<file path="src/rtl/pow_seq_p.sv">
// Sequential integer power unit: out = inx ** inn by square-and-multiply.
// Overflow is tracked as a sticky flag and the result wraps or saturates per SAT.
module pow_seq_p #(
    parameter int WIDTH = 16,
    parameter int EXPW  = 8,
    parameter bit SAT   = 1'b0
) (
    input  logic             clk,
    input  logic             rst,
    input  logic             start,
    input  logic             abort,
    input  logic [WIDTH-1:0] inx,
    input  logic [EXPW-1:0]  inn,
    output logic             ready,
    output logic             done,
    output logic [WIDTH-1:0] out,
    output logic             ovf
);

    typedef enum logic {IDLE, BUSY} state_t;

    state_t             state_q, state_d;
    logic [WIDTH-1:0]   x_q, x_d;
    logic [WIDTH-1:0]   acc_q, acc_d;
    logic [EXPW-1:0]    n_q, n_d;
    logic               ovfs_q, ovfs_d;
    logic [WIDTH-1:0]   out_q, out_d;
    logic               ovf_q, ovf_d;
    logic               done_q, done_d;

    logic [WIDTH-1:0]   mul_a;
    logic [2*WIDTH-1:0] prod;

    // One shared multiplier: odd steps use acc*x, even steps use x*x.
    always_comb begin
        mul_a = n_q[0] ? acc_q : x_q;
        prod  = {{WIDTH{1'b0}}, mul_a} * {{WIDTH{1'b0}}, x_q};
    end

    always_ff @(posedge clk or posedge rst) begin
        if (rst) begin
            state_q <= IDLE;
            x_q     <= '0;
            acc_q   <= '0;
            n_q     <= '0;
            ovfs_q  <= 1'b0;
            out_q   <= '0;
            ovf_q   <= 1'b0;
            done_q  <= 1'b0;
        end else begin
            state_q <= state_d;
            x_q     <= x_d;
            acc_q   <= acc_d;
            n_q     <= n_d;
            ovfs_q  <= ovfs_d;
            out_q   <= out_d;
            ovf_q   <= ovf_d;
            done_q  <= done_d;
        end
    end

    always_comb begin
        state_d = state_q;
        x_d     = x_q;
        acc_d   = acc_q;
        n_d     = n_q;
        ovfs_d  = ovfs_q;
        out_d   = out_q;
        ovf_d   = ovf_q;
        done_d  = 1'b0;
        case (state_q)
            IDLE: begin
                if (start) begin
                    x_d     = inx;
                    n_d     = inn;
                    acc_d   = {{(WIDTH-1){1'b0}}, 1'b1};
                    ovfs_d  = 1'b0;
                    ovf_d   = 1'b0;
                    state_d = BUSY;
                end
            end
            BUSY: begin
                if (abort) begin
                    out_d   = '0;
                    ovf_d   = 1'b0;
                    state_d = IDLE;
                end else if (n_q == '0) begin
                    out_d   = (SAT && ovfs_q) ? '1 : acc_q;
                    ovf_d   = ovfs_q;
                    done_d  = 1'b1;
                    state_d = IDLE;
                end else begin
                    ovfs_d = ovfs_q | (|prod[2*WIDTH-1:WIDTH]);
                    if (n_q[0]) begin
                        acc_d = prod[WIDTH-1:0];
                        n_d   = n_q - 1'b1;
                    end else begin
                        x_d = prod[WIDTH-1:0];
                        n_d = n_q >> 1;
                    end
                end
            end
            default: state_d = IDLE;
        endcase
    end

    always_comb begin
        ready = (state_q == IDLE);
        done  = done_q;
        out   = out_q;
        ovf   = ovf_q;
    end

endmodule
</file>
<file path="config.mk">
export PLATFORM = sky130hd
export DESIGN_NAME = pow_seq_p
export DESIGN_NICKNAME = d
export VERILOG_FILES = /design/src/rtl/pow_seq_p.sv
export SDC_FILE = /design/constraint.sdc
export NUM_CORES = 1
export LEC_CHECK = 0
export BUFFER_PORTS_ARGS = -buffer_cell sky130_fd_sc_hd__buf_2
export CORE_MARGIN = 5
export CORE_UTILIZATION = 35
export CTS_CLUSTER_SIZE = 40
export DETAILED_ROUTE_END_ITERATION = 8
export GPL_ROUTABILITY_DRIVEN = 0
export HOLD_SLACK_MARGIN = 0.02
export SLEW_MARGIN = 40
export SYNTH_ARGS = -nofsm -noshare
export SYNTH_HDL_FRONTEND = slang
export SYNTH_SLANG_ARGS = --single-unit
</file>
<file path="constraint.sdc">
create_clock -name clk -period 9 [get_ports clk]
set_clock_uncertainty 0.1 [all_clocks]
set_input_delay 2.25 -clock clk [delete_from_list [all_inputs] [get_ports clk]]
set_output_delay 2.25 -clock clk [all_outputs]
set_load 0.03 [all_outputs]
</file>
-- Word level (Yosys, flattened, before mapping)
Index checks and enable logic that the tools add are counted.
- bits in registers: 60
- logic and storage cells: 58
- bits of input ports: 28
- output and inout bits: 19
- reductions and logical operators: 8
- multiply operators: 1
- add/sub/neg operators: 1
- bitwise gates (word level): 2
- muxes and demuxes: 32
- equality and inequality tests: 6
- operator list (kind ; number):
    16-bit 2-to-1 mux ; 11
    16-bit one-hot mux with 2 select lines ; 2
    16-bit by 16-bit multiplier with 32-bit output ; 1
    8-bit 2-to-1 mux ; 4
    8-bit one-hot mux with 2 select lines ; 1
    16-bit OR reduction ; 1
    1-bit 2-to-1 mux ; 11
    8-bit logical NOT ; 1
    2-bit != test (second input constant) ; 4
    4-bit AND reduction ; 2
    8-bit by 1-bit subtractor with 8-bit output (second input constant) ; 1
    1-bit one-hot mux with 2 select lines ; 3
    2-bit AND reduction ; 2
    3-bit by 2-bit != test with 1-bit output (second input constant) ; 1
    3-bit AND reduction ; 1
    2-bit by 1-bit != test with 1-bit output (second input constant) ; 1
    2-bit nonzero test ; 1
    1-bit NOT ; 1
    1-bit OR ; 1

-- Logic depth before layout (Yosys ltp)
- word-level depth: 7
- gate-level depth with buffers: 27
- gate-level depth less buffers: 24

-- Least setup slack after synthesis
No wires, ideal clock.
- kind: reg2reg
- from: reg n_q[0]
- to: reg ovfs_q
- path buffers: 4
- period minus slack after synthesis: 7.027 ns
- cell stages (with the launch flop): 26
- setup slack: 1.973 ns
- arrival time: 6.791 ns
- required time: 8.764 ns
- library setup time: 0.136 ns
- cells stage by stage: dfrtp_1 -> clkbuf_1 -> buf_1 -> mux2i_1 -> clkbuf_1 -> nand2b_1 -> fa_1 -> fa_1 -> inv_1 -> fa_1 -> inv_1 -> fa_1 -> fa_1 -> fa_1 -> inv_1 -> ha_1 -> buf_2 -> inv_2 -> a222oi_1 -> o211a_1 -> nand4_1 -> nor4b_1 -> nand4_1 -> nor4_1 -> and4_1 -> a311oi_1
- cells in the longest elaborated chain, start to end: 7
- elaborated cells on any way between the ends: 10
- those cells by class: mul: 1; eq/ne: 1; mux: 4; bitwise: 1; reduce/logical: 3
- ends and longest elaborated chain (element ; RTL line ; RTL):
    start: declaration ; 25 ; logic [EXPW-1:0] n_q, n_d;
    start signal: assignment ; 54 ; n_q <= n_d;
    16-bit 2-to-1 mux ; 36 ; mul_a = n_q[0] ? acc_q : x_q;
    16-bit by 16-bit multiplier with 32-bit output ; 37 ; prod = {{WIDTH{1'b0}}, mul_a} * {{WIDTH{1'b0}}, x_q};
    16-bit OR reduction ; 93 ; ovfs_d = ovfs_q | (|prod[2*WIDTH-1:WIDTH]);
    1-bit OR ; 93 ;
    1-bit 2-to-1 mux ; 87 ; end else if (n_q == '0) begin
    1-bit 2-to-1 mux ; 83 ; if (abort) begin
    1-bit one-hot mux with 2 select lines ; 71 ; case (state_q)
    end signal: assignment ; 55 ; ovfs_q <= ovfs_d;
    end: declaration ; 26 ; logic ovfs_q, ovfs_d;
Parallel ways exist; a longest one is shown, timed or not. The select of a mux whose other input is x is not followed.
A chain may end at the register's enable or synchronous reset.

-- Worst setup path in the final report
Ends and elaborated chain as after synthesis.

==> flow_summary_export.csv <==
group,metric,value,unit
run_status,status,"complete, no violations",
run,drv_cap,0,
clocking,cts_resized,0,
die,die_area,36000,µm²
sta,maxSlewHeadroom,43.5,%
cells_and_area,syn2layout_area_growth,7.88,%
die,fp.dieW,190,µm
min_path,hp-class,"register to register",
routing,wl,30500,µm
sta,worstMarginPinSlew,847,ps
sta,setup_viol,0,
clocking,htreeDepth,3,
sta,rsz0062_at_grt,"no",
setup_path,critical_path_class,"register to register",
setup_path,arrival,7460,ps
synth,synth_top_area_share,34.4,%
cells_and_area,multiInputGateArea,8720,µm²
placement,place_area,11900,µm²
global_route,grt-ovfl-total,0,
synth,netlist_top_cells_area,"fa_1, dfrtp_1, ha_1",
global_route,grt_use_total,17.6,%
routing,ant_nets,0,
clocking,cts_buffers,9,
placement,dp_hpwl,23800,µm
clocking,cts_buffer_depth,2,
die,io_pins,47,
clocking,clk_pin_slew_worst_paths,60,ps
global_route,grt_pass1_vias,9428,
synth,avgSynthCellArea,9.01,µm²
synth,synth.most_common_cell,"inv_1",
placement,port_buffers,46,
synth,ys_async_sr_fraction,100,%
cells_and_area,final_util,38.4,%
sta,fmax,136,MHz
routing,vias,8667,
cells_and_area,fin_nets,1586,
die,die_h,190,µm
cells_and_area,layout-drive-gt1-share,8.38,%
setup_path,path_max_fanout,20,
synth,yosysUniqueCellTypes,63,
setup_path,crit_required,9080,ps
synth,netlist_area,11300,µm²
clocking,cts.sink_count,60,
routing,drtIter0Drc,666,
synth,synth_cells,1254,
setup_path,crit_path_start_kind,"register",
die,start_util,35.6,%
clocking,cts_tree,"built",
cells_and_area,stdcell_area,12200,µm²
sta,tns,0,ps
global_route,grt_start_max_net_pins,61,
routing,drc,0,
synth,yosysTopAreaCell,"fa_1",
clocking,cts-root-buf,"clkbuf_16",
routing,routed_via_density,5.20,
sta,period_share,82.0,%
synth,synthTopCellsByCount,"inv_1, fa_1, nand2_1",
routing,avgRoutedWirePerCell,18.3,µm
synth,syn_nets,1580,
die,rows,65,
setup_path,critPathCaptureType,"register",
setup_path,regToRegSetupSlack,1620,ps
cells_and_area,diodes,0,
sta,fin_crit,7380,ps
synth,yosysSeqAreaShare,13.3,%
clocking,ctsHoldBuffers,0,
synth,ys_ff_latch,60,
global_route,grt_pass1_wl,51000,µm
cells_and_area,nFillCells,3234,
global_route,antenna_found_initial,0,
clocking,cts_setup_buffers,0,
synth,yosys_most_used_dff,"dfrtp_1",
die,core-area,31700,µm²
synth,synth-edff-count,0,
sta,hold_violations,0,
synth,yosysWarnings,0,
routing,first_pass_iters,7,
sta,drv_slew,0,
cells_and_area,regArea,1510,µm²
clocking,clkLatencyLatePin,330,ps
[cells by family after synthesis]
| family | count (synthesis) | share of synthesized area [%] |
|---|---|---|
| flops | 60 | 13.3 |
| xor+xnor | 19 | 1.47 |
| simple gates | 388 | 16.6 |
| fa+ha+maj | 298 | 45.9 |
| compound gates | 183 | 11.0 |
| buf+inv | 284 | 9.56 |
| mux | 22 | 2.14 |
[area by class of cell]
cell class                 count  area share [%]
tap                          402            4.13
sequential                    60            12.3
inverter                     223            6.87
timing repair buffer          56            2.54
multi-input combinational    910            71.6
clock inverter                 5           0.482
clock buffer                  11            2.07
[per-stage QoR]
step,worst slack (ps),hold slack [ps],cells
final,1620,401,1667
after global routing,1170,420,1667
after CTS,1220,402,1667
after detailed placement,1250,386,1651
after global placement,1440,387,1651
after floorplan,1970,367,1254
[routing by layer]
metal	track usage, %	wire length [µm]
met3	2.18	1480
met4	3.87	575
met2	29.7	14900
met5	0	0
met1	24.5	13600
[final timing paths]
| path | startpoint | endpoint | cells after the start |
|---|---|---|---|
| setup / recovery | n_q[0] | ovfs_q | 22 |
| hold / removal | out[12] | out[12] | 1 |
| setup reg to reg | n_q[0] | ovfs_q | 22 |
| hold reg to reg | out[12] | out[12] | 1 |
| max in group asynchronous | rst | x_q[10] | 3 |
| min in group asynchronous | rst | n_q[4] | 3 |
[worst max-delay path, stage by stage, from the launching register on]
cell and delay (ps):
dfrtp_2 670, clkinv_1 370, buf_4 300, o21ai_0 490
fa_1 490, inv_1 80, fa_1 410, inv_1 90
fa_1 410, fa_1 540, fa_1 450, fa_1 500
inv_1 40, ha_1 360, a21oi_1 210, o21ai_1 160
a221oi_1 340, nand4_1 150, nor4b_1 350, nand4_1 140
nor4_1 250, and4_1 240, a311oi_1 90
[registers in the layout, summed over array words and instances (netlist names), named ones only]
name	count
n_q	7
done	1
out	16
state_q	1
ovfs_q	1
x_q	16
acc_q	16
ovf	1
[placed cells by master (no fill, tap or decap), drive strengths merged, types with 9 or more instances in the layout]
cell,count
nand3,11
nor2b,16
a21o,9
o21ai,45
nand4,9
o21a,18
mux2,17
clkbuf,11
inv,223
a22o,17
a31oi,11
xnor2,16
nand2b,9
fa,194
nand2,187
a21oi,34
nor2,32
buf,56
dfrtp,60
ha,104
and2,106
Power is not shown: default switching activity piles up to over one toggle a cycle in this logic, so the estimate is an artifact.
